--- config.mk ---
export PLATFORM = sky130hd
export DESIGN_NAME = hex_scan_display
export DESIGN_NICKNAME = d
export VERILOG_FILES = /design/src/rtl/hex_scan_display.sv
export SDC_FILE = /design/constraint.sdc
export NUM_CORES = 1
export LEC_CHECK = 0
export ABC_AREA = 1
export BUFFER_PORTS_ARGS = -buffer_cell sky130_fd_sc_hd__buf_2
export CORE_ASPECT_RATIO = 1.25
export CORE_MARGIN = 8
export CORE_UTILIZATION = 60
export CTS_BUF_LIST = sky130_fd_sc_hd__clkbuf_4 sky130_fd_sc_hd__clkbuf_8 sky130_fd_sc_hd__clkbuf_16
export DETAILED_ROUTE_END_ITERATION = 12
export GPL_TIMING_DRIVEN = 0
export PLACE_DENSITY = 0.89
export SETUP_SLACK_MARGIN = 0.5
export SLEW_MARGIN = 15
export SYNTH_ARGS = -nofsm -noshare
export SYNTH_HDL_FRONTEND = slang
export SYNTH_SLANG_ARGS = --single-unit
--- constraint.sdc ---
create_clock -name clk -period 5.1 [get_ports clk]
set_input_delay 1.02 -clock clk [delete_from_list [all_inputs] [get_ports clk]]
set_output_delay 1.02 -clock clk [all_outputs]
set_load 0.1 [all_outputs]
--- src/rtl/hex_scan_display.sv ---
// Multiplexed N-digit hex seven-segment driver with frame-synchronous commit,
// anode blanking gap, leading-zero suppression and per-digit decimal points.
module hex_scan_display #(
    parameter int DIGITS     = 4,
    parameter int CLK_DIV    = 50000,
    parameter int BLANK_CYC  = 4,
    parameter int ACTIVE_LOW = 1
) (
    input  logic                  clk,
    input  logic                  rst,
    input  logic                  load,
    input  logic [4*DIGITS-1:0]   value,
    input  logic [DIGITS-1:0]     dp_mask,
    input  logic                  blank_lz,
    output logic [6:0]            seg,
    output logic                  dp,
    output logic [DIGITS-1:0]     an,
    output logic                  frame_tick
);

    localparam int CW = $clog2(CLK_DIV);
    localparam int IW = (DIGITS > 1) ? $clog2(DIGITS) : 1;
    localparam logic [CW-1:0] CNT_LAST  = CW'(CLK_DIV - 1);
    localparam logic [CW-1:0] BLANK_END = CW'(BLANK_CYC);
    localparam logic [IW-1:0] IDX_LAST  = IW'(DIGITS - 1);

    localparam logic [6:0]        SEG_OFF = (ACTIVE_LOW != 0) ? 7'h7F : 7'h00;
    localparam logic              DP_OFF  = (ACTIVE_LOW != 0) ? 1'b1 : 1'b0;
    localparam logic [DIGITS-1:0] AN_OFF  = (ACTIVE_LOW != 0) ? {DIGITS{1'b1}} : '0;

    logic [CW-1:0]         cnt;
    logic [IW-1:0]         idx;
    logic [4*DIGITS-1:0]   disp, pend;
    logic [DIGITS-1:0]     disp_dp, pend_dp;
    logic                  pend_v;

    logic                  slot_end, commit;
    logic [3:0]            nib;
    logic                  sel_dp, sel_blank;
    logic [DIGITS:0]       zero_run;
    logic [DIGITS-1:0]     an_hot;
    logic [6:0]            seg_al;
    logic                  dp_lit;

    // Segment codes in active-low form, {g,f,e,d,c,b,a}.
    function automatic logic [6:0] hex_to_seg(input logic [3:0] h);
        case (h)
            4'h0: hex_to_seg = 7'h40;
            4'h1: hex_to_seg = 7'h79;
            4'h2: hex_to_seg = 7'h24;
            4'h3: hex_to_seg = 7'h30;
            4'h4: hex_to_seg = 7'h19;
            4'h5: hex_to_seg = 7'h12;
            4'h6: hex_to_seg = 7'h02;
            4'h7: hex_to_seg = 7'h78;
            4'h8: hex_to_seg = 7'h00;
            4'h9: hex_to_seg = 7'h10;
            4'hA: hex_to_seg = 7'h08;
            4'hB: hex_to_seg = 7'h03;
            4'hC: hex_to_seg = 7'h46;
            4'hD: hex_to_seg = 7'h21;
            4'hE: hex_to_seg = 7'h06;
            default: hex_to_seg = 7'h0E;
        endcase
    endfunction

    assign slot_end = (cnt == CNT_LAST);
    assign commit   = slot_end && (idx == IDX_LAST);

    always_comb begin
        nib       = 4'h0;
        sel_dp    = 1'b0;
        sel_blank = 1'b0;
        an_hot    = '0;
        zero_run  = '0;
        zero_run[DIGITS] = 1'b1;
        // zero_run[i] is set when nibble i and every nibble above it are zero.
        for (int i = DIGITS - 1; i >= 0; i--) begin
            zero_run[i] = zero_run[i+1] && (disp[4*i +: 4] == 4'h0);
        end
        for (int i = 0; i < DIGITS; i++) begin
            if (idx == IW'(i)) begin
                nib       = disp[4*i +: 4];
                sel_dp    = disp_dp[i];
                sel_blank = blank_lz && (i > 0) && zero_run[i];
                an_hot[i] = 1'b1;
            end
        end
        if (cnt < BLANK_END) begin
            seg_al = 7'h7F;
            dp_lit = 1'b0;
            an_hot = '0;
        end else begin
            seg_al = sel_blank ? 7'h7F : hex_to_seg(nib);
            dp_lit = sel_dp;
        end
    end

    always_ff @(posedge clk) begin
        if (rst) begin
            cnt        <= '0;
            idx        <= '0;
            disp       <= '0;
            disp_dp    <= '0;
            pend       <= '0;
            pend_dp    <= '0;
            pend_v     <= 1'b0;
            seg        <= SEG_OFF;
            dp         <= DP_OFF;
            an         <= AN_OFF;
            frame_tick <= 1'b0;
        end else begin
            cnt <= slot_end ? '0 : cnt + 1'b1;
            if (slot_end) begin
                idx <= (idx == IDX_LAST) ? '0 : idx + 1'b1;
            end
            frame_tick <= commit;
            // A load landing on the commit cycle goes straight to the display.
            if (commit) begin
                if (load) begin
                    disp    <= value;
                    disp_dp <= dp_mask;
                end else if (pend_v) begin
                    disp    <= pend;
                    disp_dp <= pend_dp;
                end
                pend_v <= 1'b0;
            end else if (load) begin
                pend    <= value;
                pend_dp <= dp_mask;
                pend_v  <= 1'b1;
            end
            seg <= (ACTIVE_LOW != 0) ? seg_al : ~seg_al;
            dp  <= (ACTIVE_LOW != 0) ? ~dp_lit : dp_lit;
            an  <= (ACTIVE_LOW != 0) ? ~an_hot : an_hot;
        end
    end

endmodule

Word-level counts from Yosys, hierarchy flattened
Memories as Yosys holds them, arrays and structs flattened. A register that Yosys moved wholly into a read port is not among the register bits.
Index checks and enable logic that the tools add are counted.

storage, ports and cells
  register bits after elaboration = 65
  latch bits = 0
  bits in writable memories = 0
  bits in read-only memories = 112
  bits of input ports = 24
  output and inout port bits = 13
  logic and storage cells = 59
  memories kept = 1

memory list
  name             depth  bits a word  read ports  clocked after Yosys merged registers in  write ports  RTL line  text
  (no name shown)  16     7            1           1                                        0            47        case (h)

cells by class
  add/sub/neg operators = 2
  multiply operators = 0
  divide/modulo/power cells = 0
  order comparisons = 1
  equal/unequal tests = 4
  shifts and indexed selects = 0
  mux-type cells = 22
  bitwise operators = 3
  reduce and logical (&&, ||, !) cells = 16

operators with widths
  kind                                                  number
  2-to-1 mux 16 bit                                     2
  2-to-1 mux 4 bit                                      7
  adder 16 x 1 -> 16 bit (second input constant)        1
  == test 16 bit (second input constant)                1
  < comparator 16 x 3 -> 1 bit (second input constant)  1
  logical NOT 4 bit                                     3
  2-to-1 mux 1 bit                                      12
  logical AND 1 bit                                     6
  == test 2 bit (second input constant)                 2
  inverter 4 bit                                        1
  AND reduction 2 bit                                   2
  OR reduction 2 bit                                    2
  OR reduction 3 bit                                    1
  adder 2 x 1 -> 2 bit (second input constant)          1
  == test 2 x 1 -> 1 bit (second input constant)        1
  logical NOT 2 bit                                     1
  2-to-1 mux 2 bit                                      1
  inverter 1 bit                                        2
  nonzero test 2 bit                                    1

Longest topological paths before layout
Gate-level depths: netlist (run 1).

  depth after elaboration = 8
  depth in mapped cells = 13
  gate-level depth less buffers = 13

Worst setup path after synthesis (run 1)
No wires, ideal clock.

  path kind = input port to flip-flop
  start = input load
  end = register disp[0]
  setup time = 113 ps
  arrival = 1922 ps
  data required time = 4987 ps
  path slack = 3065 ps
  stages = 5
  buffers on the path = 2
  cell sequence = clkbuf_1 buf_2 mux2_2 nor2_1 nor2_1

between the ends
  word-level cells in the longest chain between the ends = 2
  elaborated cells on any way between the ends = 3
  those cells by class = mux: 1; reduce/logical: 2

RTL lines
  what                           RTL line  text
  start, declared                11        input logic load,
  nonzero test 2 bit (no line)   -
  AND reduction 2 bit (no line)  -
  end signal, assigned           121       disp <= value;
  end signal, assigned           124       disp <= pend;
  end, declared                  33        logic [4*DIGITS-1:0] disp, pend;

Several ways; a longest one is shown, not always the timed one.
A chain may end at the register's enable or synchronous reset.

Worst setup path after layout (run 1)
  start = register frame_tick
  end = output frame_tick

RTL lines
  what                    RTL line  text
  start, declared         18        output logic frame_tick
  start signal, assigned  117       frame_tick <= commit;

No word-level cell between the ends.

==> out/qor.txt, run 1 <==
sequential area share after synthesis: 0.393
number of synthesized flops with an enable pin: 0
Worst Tran Pin Value: 757 ps
Setup CP Type: flip-flop to output port
period utilization: 0.409
Die ar.: 8890 um^2
YS warnings: 0
share of cells above drive strength 1: 0.214
Net Sw Frac: 0.243
CP max-delay cell: buf_2
largest family of logic cells by synthesized area: simple AND/OR/NAND/NOR gates
clock share of power: 0.355
Post-DP HPWL: 6200 um
crit path time final: 2090 ps
1st-iter DRT viols: 206
Worst Hold Path EP: pend[12]
Power Total: 1.04 mW
flops & latches, synth: 72
design area: 4100 um^2
Comb pwr share: 0.085
Fin. Hold Viols: 0
CTS H-tree depth: 3
Final setup viols: 0
post-layout util: 0.678
Worst EP arrival: 1070 ps
clk sink count: 72
Netlist cell types: 32
TritonCTS Buffers: 9
CP top delay family: buffers and inverters
core box area: 6050 um^2
required time of the critical path: 4080 ps
hold path cells: 2
Remaining DRCs: 0
first-pass GRT wire length: 13700 um
Net Switching: 253 uW
Synth Area in Simple Gates: 0.341
RR Startpoint: idx[0]
initial antenna violation count: 0
R2R Setup Slk: 3020 ps
Chip Height: 103 um
gr usage total: 0.194
cells after synthesis: 514
power density cells: 254 nW/um^2
Reg2Reg Capture Point: seg[1]
status: finished clean
Non-Filler Instances: 647
die width: 86.0 um
CTS clk-pin slew, worst paths: 70 ps
fin nets: 595
most frequent cells in the layout: 129 x nand2_1, 74 x nor2_1, 72 x dfxtp_1
cell area after synthesis: 3670 um^2
cell-internal power: 787 uW
top_reg_cell synth: dfxtp_1
Rel. slew slack: 0.496
complex-gate fraction of the synthesized area: 0.0801
CTS Hold Bufs: 0
via density per instance: 5.16
Sequential Power Share: 0.559
setup repair bufs after CTS: 0
GP Congestion: 0.921
clk_lat worst skew: 340 ps
maximum vdd ir drop: 0.190 mV
Leak: 1.87 nW
# IOs: 37
Fin Setup TNS: 0 ps
First-pass DRT Iterations: 4
grt total ovfl: 0
mux share of post-synthesis cell area: 0.0614
post-DR wirelength/cell: 12.7 um
Worst Slack Setup Final: 3010 ps
Rows: 32
Placed Instances: 634
initial core utilization: 0.607
startpoint class of the critical path: flip-flop
CTS tree: done
total wire length: 8200 um
Mapped Nets: 549
ant diodes: 0
# port buffers: 35
Post-synth ARST share: 0
Hold Crit Start: pend[12]
post-detailed-route count of antenna-violating nets: 0
Hold Path Class: flip-flop to flip-flop
final clock skew: 10.9 ps
Place WS: 2870 ps
fmax: 0.479 GHz
xor/xnor share of the synthesized area: 0.00716
number of global-route vias before repair: 3249
clk buf depth: 2
vias: 3338
Root Buffer: clkbuf_8
Synth Area in Adders: 0.0375
crit path launch: frame_tick
# resized after CTS: 0
unrepaired setup endpoints after global routing: false
area grow syn2layout: 11.7%
Post-Synthesis Mean Instance Area: 7.14 um^2
Max Slew Vio Count: 0
Worst R2R Path Depth: 12
pin count of the biggest net entering global routing: 11
max cap viols: 0
CP cell instances: buf_2
Buf/Inv on CP: 1
Critical Path Max Stage Delay: 420 ps
Placed Area: 3950 um^2
most common cell after layout, fill and taps aside: nand2_1
highest fanout seen on the critical path: 1
CP endpoint kind: output port
Fin Hold WS: 456 ps
routing by layer:
layer  GRT usage  wire [um]  up-vias
li1            -          -     1723
met1       0.188       3290     1517
met2       0.363       4350       80
met3      0.0474        352       18
met4       0.123        210        0
met5           0          0        -
kinds of logic (layout without fill, tap and decap cells):
group	after synthesis	in the layout
AND/OR/NAND/NOR	291	291
flip-flops	72	72
buffers and inverters	70	118
AO/OA/AOI/OAI	47	47
multiplexers	20	20
adder cells (fa/ha/maj)	11	11
XOR/XNOR	3	3
power by group through the flow:
stage               Clock, mW  Combinational, mW  Sequential (mW)
floorplan                   0             0.0505            0.608
global placement            0             0.0864            0.594
detailed placement          0             0.0882            0.595
CTS                     0.376             0.0889            0.582
global route            0.403             0.0961            0.583
finish                  0.369             0.0888            0.582
sequential cells by signal, indices dropped and copies added (netlist names):
| signal | count |
|---|---|
| pend_dp | 4 |
| seg | 7 |
| idx | 2 |
| an | 4 |
| cnt | 16 |
| disp_dp | 4 |
| dp | 1 |
| disp | 16 |
| pend | 16 |
| pend_v | 1 |
| frame_tick | 1 |
layout make-up:
class / count / area [um^2]
fillers: 524 / 1950
multi-input cells: 372 / 1930
flip-flops and latches: 72 / 1440
inverters: 50 / 188
repair buffers: 35 / 175
clock buffers: 11 / 139
plain buffers: 20 / 106
well taps: 85 / 106
clock inverters: 2 / 10.0
worst max path at each step:
stage | depth (start not counted) | to | slack [ps]
2_1_floorplan | 5 | disp[0] | 3060
3_3_place_gp | 5 | disp_dp[3] | 2880
3_5_place_dp | 5 | disp[4] | 2870
4_1_cts | 1 | frame_tick | 2990
5_1_grt | 13 | seg[3] | 2820
6_report | 1 | frame_tick | 3010
Yosys cell counts (2+ instances only):
library cell,instances,area (um^2)
a21oi_1,28,140
a21oi_2,10,87.6
buf_2,10,50.1
buf_6,2,22.5
clkbuf_1,7,26.3
dfxtp_1,72,1440
ha_1,11,138
inv_1,43,161
inv_2,6,22.5
mux2_2,20,225
nand2_1,129,484
nand2_2,15,93.8
nand3_1,49,245
nand4_1,4,25.0
nor2_1,74,278
nor2_2,4,25.0
nor3_1,8,40.0
nor4_1,2,12.5
o21ai_0,4,20.0
or2_1,2,12.5
xor2_1,3,26.3
worst register-to-register path, delay by kind of cell (launching register included):
| family | cells | cell delay [ps] |
|---|---|---|
| compound gates | 1 | 130 |
| buf+inv | 3 | 390 |
| flops | 1 | 410 |
| simple gates | 6 | 510 |
| fa+ha+maj | 2 | 540 |
No activity file was read; power rests on OpenSTA's default activity.
==> run 2: changes to the inputs <==
--- a/config.mk
+++ b/config.mk
@@ -9,11 +9,11 @@
 export BUFFER_PORTS_ARGS = -buffer_cell sky130_fd_sc_hd__buf_2
 export CORE_ASPECT_RATIO = 1.25
 export CORE_MARGIN = 8
-export CORE_UTILIZATION = 60
+export CORE_UTILIZATION = 59
 export CTS_BUF_LIST = sky130_fd_sc_hd__clkbuf_4 sky130_fd_sc_hd__clkbuf_8 sky130_fd_sc_hd__clkbuf_16
 export DETAILED_ROUTE_END_ITERATION = 12
 export GPL_TIMING_DRIVEN = 0
-export PLACE_DENSITY = 0.89
+export PLACE_DENSITY = 0.88
 export SETUP_SLACK_MARGIN = 0.5
 export SLEW_MARGIN = 15
 export SYNTH_ARGS = -nofsm -noshare
==> constraint.sdc (replaced) <==
create_clock -name clk -period 2.2 [get_ports clk]
set_input_delay 0.44 -clock clk [delete_from_list [all_inputs] [get_ports clk]]
set_output_delay 0.44 -clock clk [all_outputs]
set_load 0.1 [all_outputs]
==> run 2 against run 1 <==
Compared with the run above: die area is 1.4% higher; non-clock buffer count rose by 14; final cell count up 2.6%; highest routed layer unchanged; worst setup slack worse by 2700 ps; clock skew grew 2.9 ps; combinational power increased by 130%; total power grew 140%; first-iteration DRC count grew 39%.
==> out/qor.txt, run 2 (synthesis gave the netlist of run 1 again) <==
status: finished clean
pin count of the biggest net entering global routing: 14
CTS clk-pin slew, worst paths: 80 ps
Remaining DRCs: 0
Buf/Inv on CP: 4
power density cells: 573 nW/um^2
Sequential Power Share: 0.535
# port buffers: 35
Fin. Hold Viols: 0
clk sink count: 72
Placed Area: 3960 um^2
ant diodes: 0
maximum vdd ir drop: 0.413 mV
Rows: 32
Fin Hold WS: 326 ps
initial core utilization: 0.603
Largest regs: cnt x16, disp x16, pend x16
Hold Path Class: input port to flip-flop
Post-DP HPWL: 6190 um
clk_lat worst skew: 350 ps
required time of the critical path: 2500 ps
hold path cells: 2
fmax: 0.539 GHz
share of cells above drive strength 1: 0.287
clock share of power: 0.382
initial antenna violation count: 0
Power Total: 2.52 mW
Worst Tran Pin Value: 843 ps
Critical Path Max Stage Delay: 400 ps
area grow syn2layout: 19.6%
Worst path depth: 13
Root Buffer: clkbuf_8
CTS tree: done
Non-Filler Instances: 664
final clock skew: 13.8 ps
Worst EP arrival: 2160 ps
Max Slew Vio Count: 0
CTS H-tree depth: 3
highest fanout seen on the critical path: 6
Net Sw Frac: 0.264
crit path time final: 1860 ps
Fin Setup TNS: 0 ps
Setup CP Type: flip-flop to flip-flop
CP max-delay cell: dfxtp_4
CTS Hold Bufs: 0
Chip Height: 104 um
most frequent cells in the layout: 122 x nand2_1, 73 x nor2_1, 70 x dfxtp_1
design area: 4390 um^2
via density per instance: 5.38
Placed Instances: 634
fill count: 502
Net Switching: 663 uW
first-pass GRT wire length: 15000 um
1st-iter DRT viols: 286
TritonCTS Buffers: 9
unrepaired setup endpoints after global routing: true
# IOs: 37
post-DR wirelength/cell: 13.8 um
Worst R2R Path Depth: 13
CP top delay family: simple AND/OR/NAND/NOR gates
cell-internal power: 1.85 mW
Die ar.: 9020 um^2
Final setup viols: 0
First-pass DRT Iterations: 6
Comb pwr share: 0.083
GP Congestion: 0.900
gr usage total: 0.203
CP endpoint kind: flip-flop
clk buf depth: 2
most common cell after layout, fill and taps aside: nand2_1
Rel. slew slack: 0.438
fin nets: 609
vias: 3571
grt total ovfl: 0
number of global-route vias before repair: 3456
CP cell instances: inv_4 -> ha_4 -> buf_6 -> inv_4 -> nand3_1 -> nand2_2 -> nand2_4 -> inv_1 -> ha_2 -> nand2_2 -> o21ai_0 -> nand2_1 -> nand2_1
die width: 86.5 um
period utilization: 0.844
core box area: 6090 um^2
total wire length: 9160 um
post-detailed-route count of antenna-violating nets: 0
Leak: 1.94 nW
max cap viols: 0
startpoint class of the critical path: flip-flop
run 2: timing repair:
item	in CTS	in global routing
pin swaps	12	9
gates resized for setup	29	18
setup endpoints to repair	7	28
setup buffers	8	6
endpoints found under the hold margin	0	0
run 2: path summary, 6_finish.rpt:
check	startpoint	to	slack, ps
worst min-delay path	rst	frame_tick	330
worst max-delay path	idx[0]	seg[5]	340
worst max register to register	idx[0]	seg[5]	340
worst min register to register	cnt[0]	cnt[0]	450
run 2: power groups by stage:
stage                     Combinational (mW)  Sequential (mW)  Clock [mW]
after floorplan                        0.117             1.41           0
after global placement                 0.200             1.38           0
after detailed placement               0.205             1.38           0
after CTS                              0.207             1.35       0.970
after global routing                   0.225             1.35        1.03
final                                  0.208             1.35       0.961
run 2: area by class of cell:
cell class / count / area [um^2] / area share
buffer: 20 / 124 / 0.0282
clock buffer: 10 / 138 / 0.0313
clock inverter: 6 / 43.8 / 0.00997
inverter: 50 / 200 / 0.0456
multi-input combinational: 372 / 2050 / 0.467
sequential: 72 / 1450 / 0.330
tap: 85 / 106 / 0.0242
timing repair buffer: 49 / 280 / 0.0638
run 2: worst reg2reg max path, stage by stage, from the launching register on:
cell and delay, ps:
dfxtp_4 400, inv_4 60, ha_4 150, buf_6 130, inv_4 60, nand3_1 140
nand2_2 130, nand2_4 80, inv_1 100, ha_2 210, nand2_2 70, o21ai_0 110
nand2_1 100, nand2_1 70
run 2: layer usage:
metal  wire, um  vias to the layer above  part of all wire  track usage
met4        313                        0             0.034        0.110
met5          0                        -                 0            0
met2       4830                      136              0.53        0.375
met3        511                       35             0.056       0.0332
met1       3500                     1643              0.38        0.207
li1           -                     1757                 -            -
run 2: through the flow:
| step | setup slack, ps | util |
|---|---|---|
| 2_1_floorplan | 509 | - |
| 6_report | 343 | 0.721 |
| 3_3_place_gp | 261 | 0.650 |
| 4_1_cts | 429 | 0.707 |
| 5_1_grt | 186 | 0.721 |
| 3_5_place_dp | 170 | 0.650 |
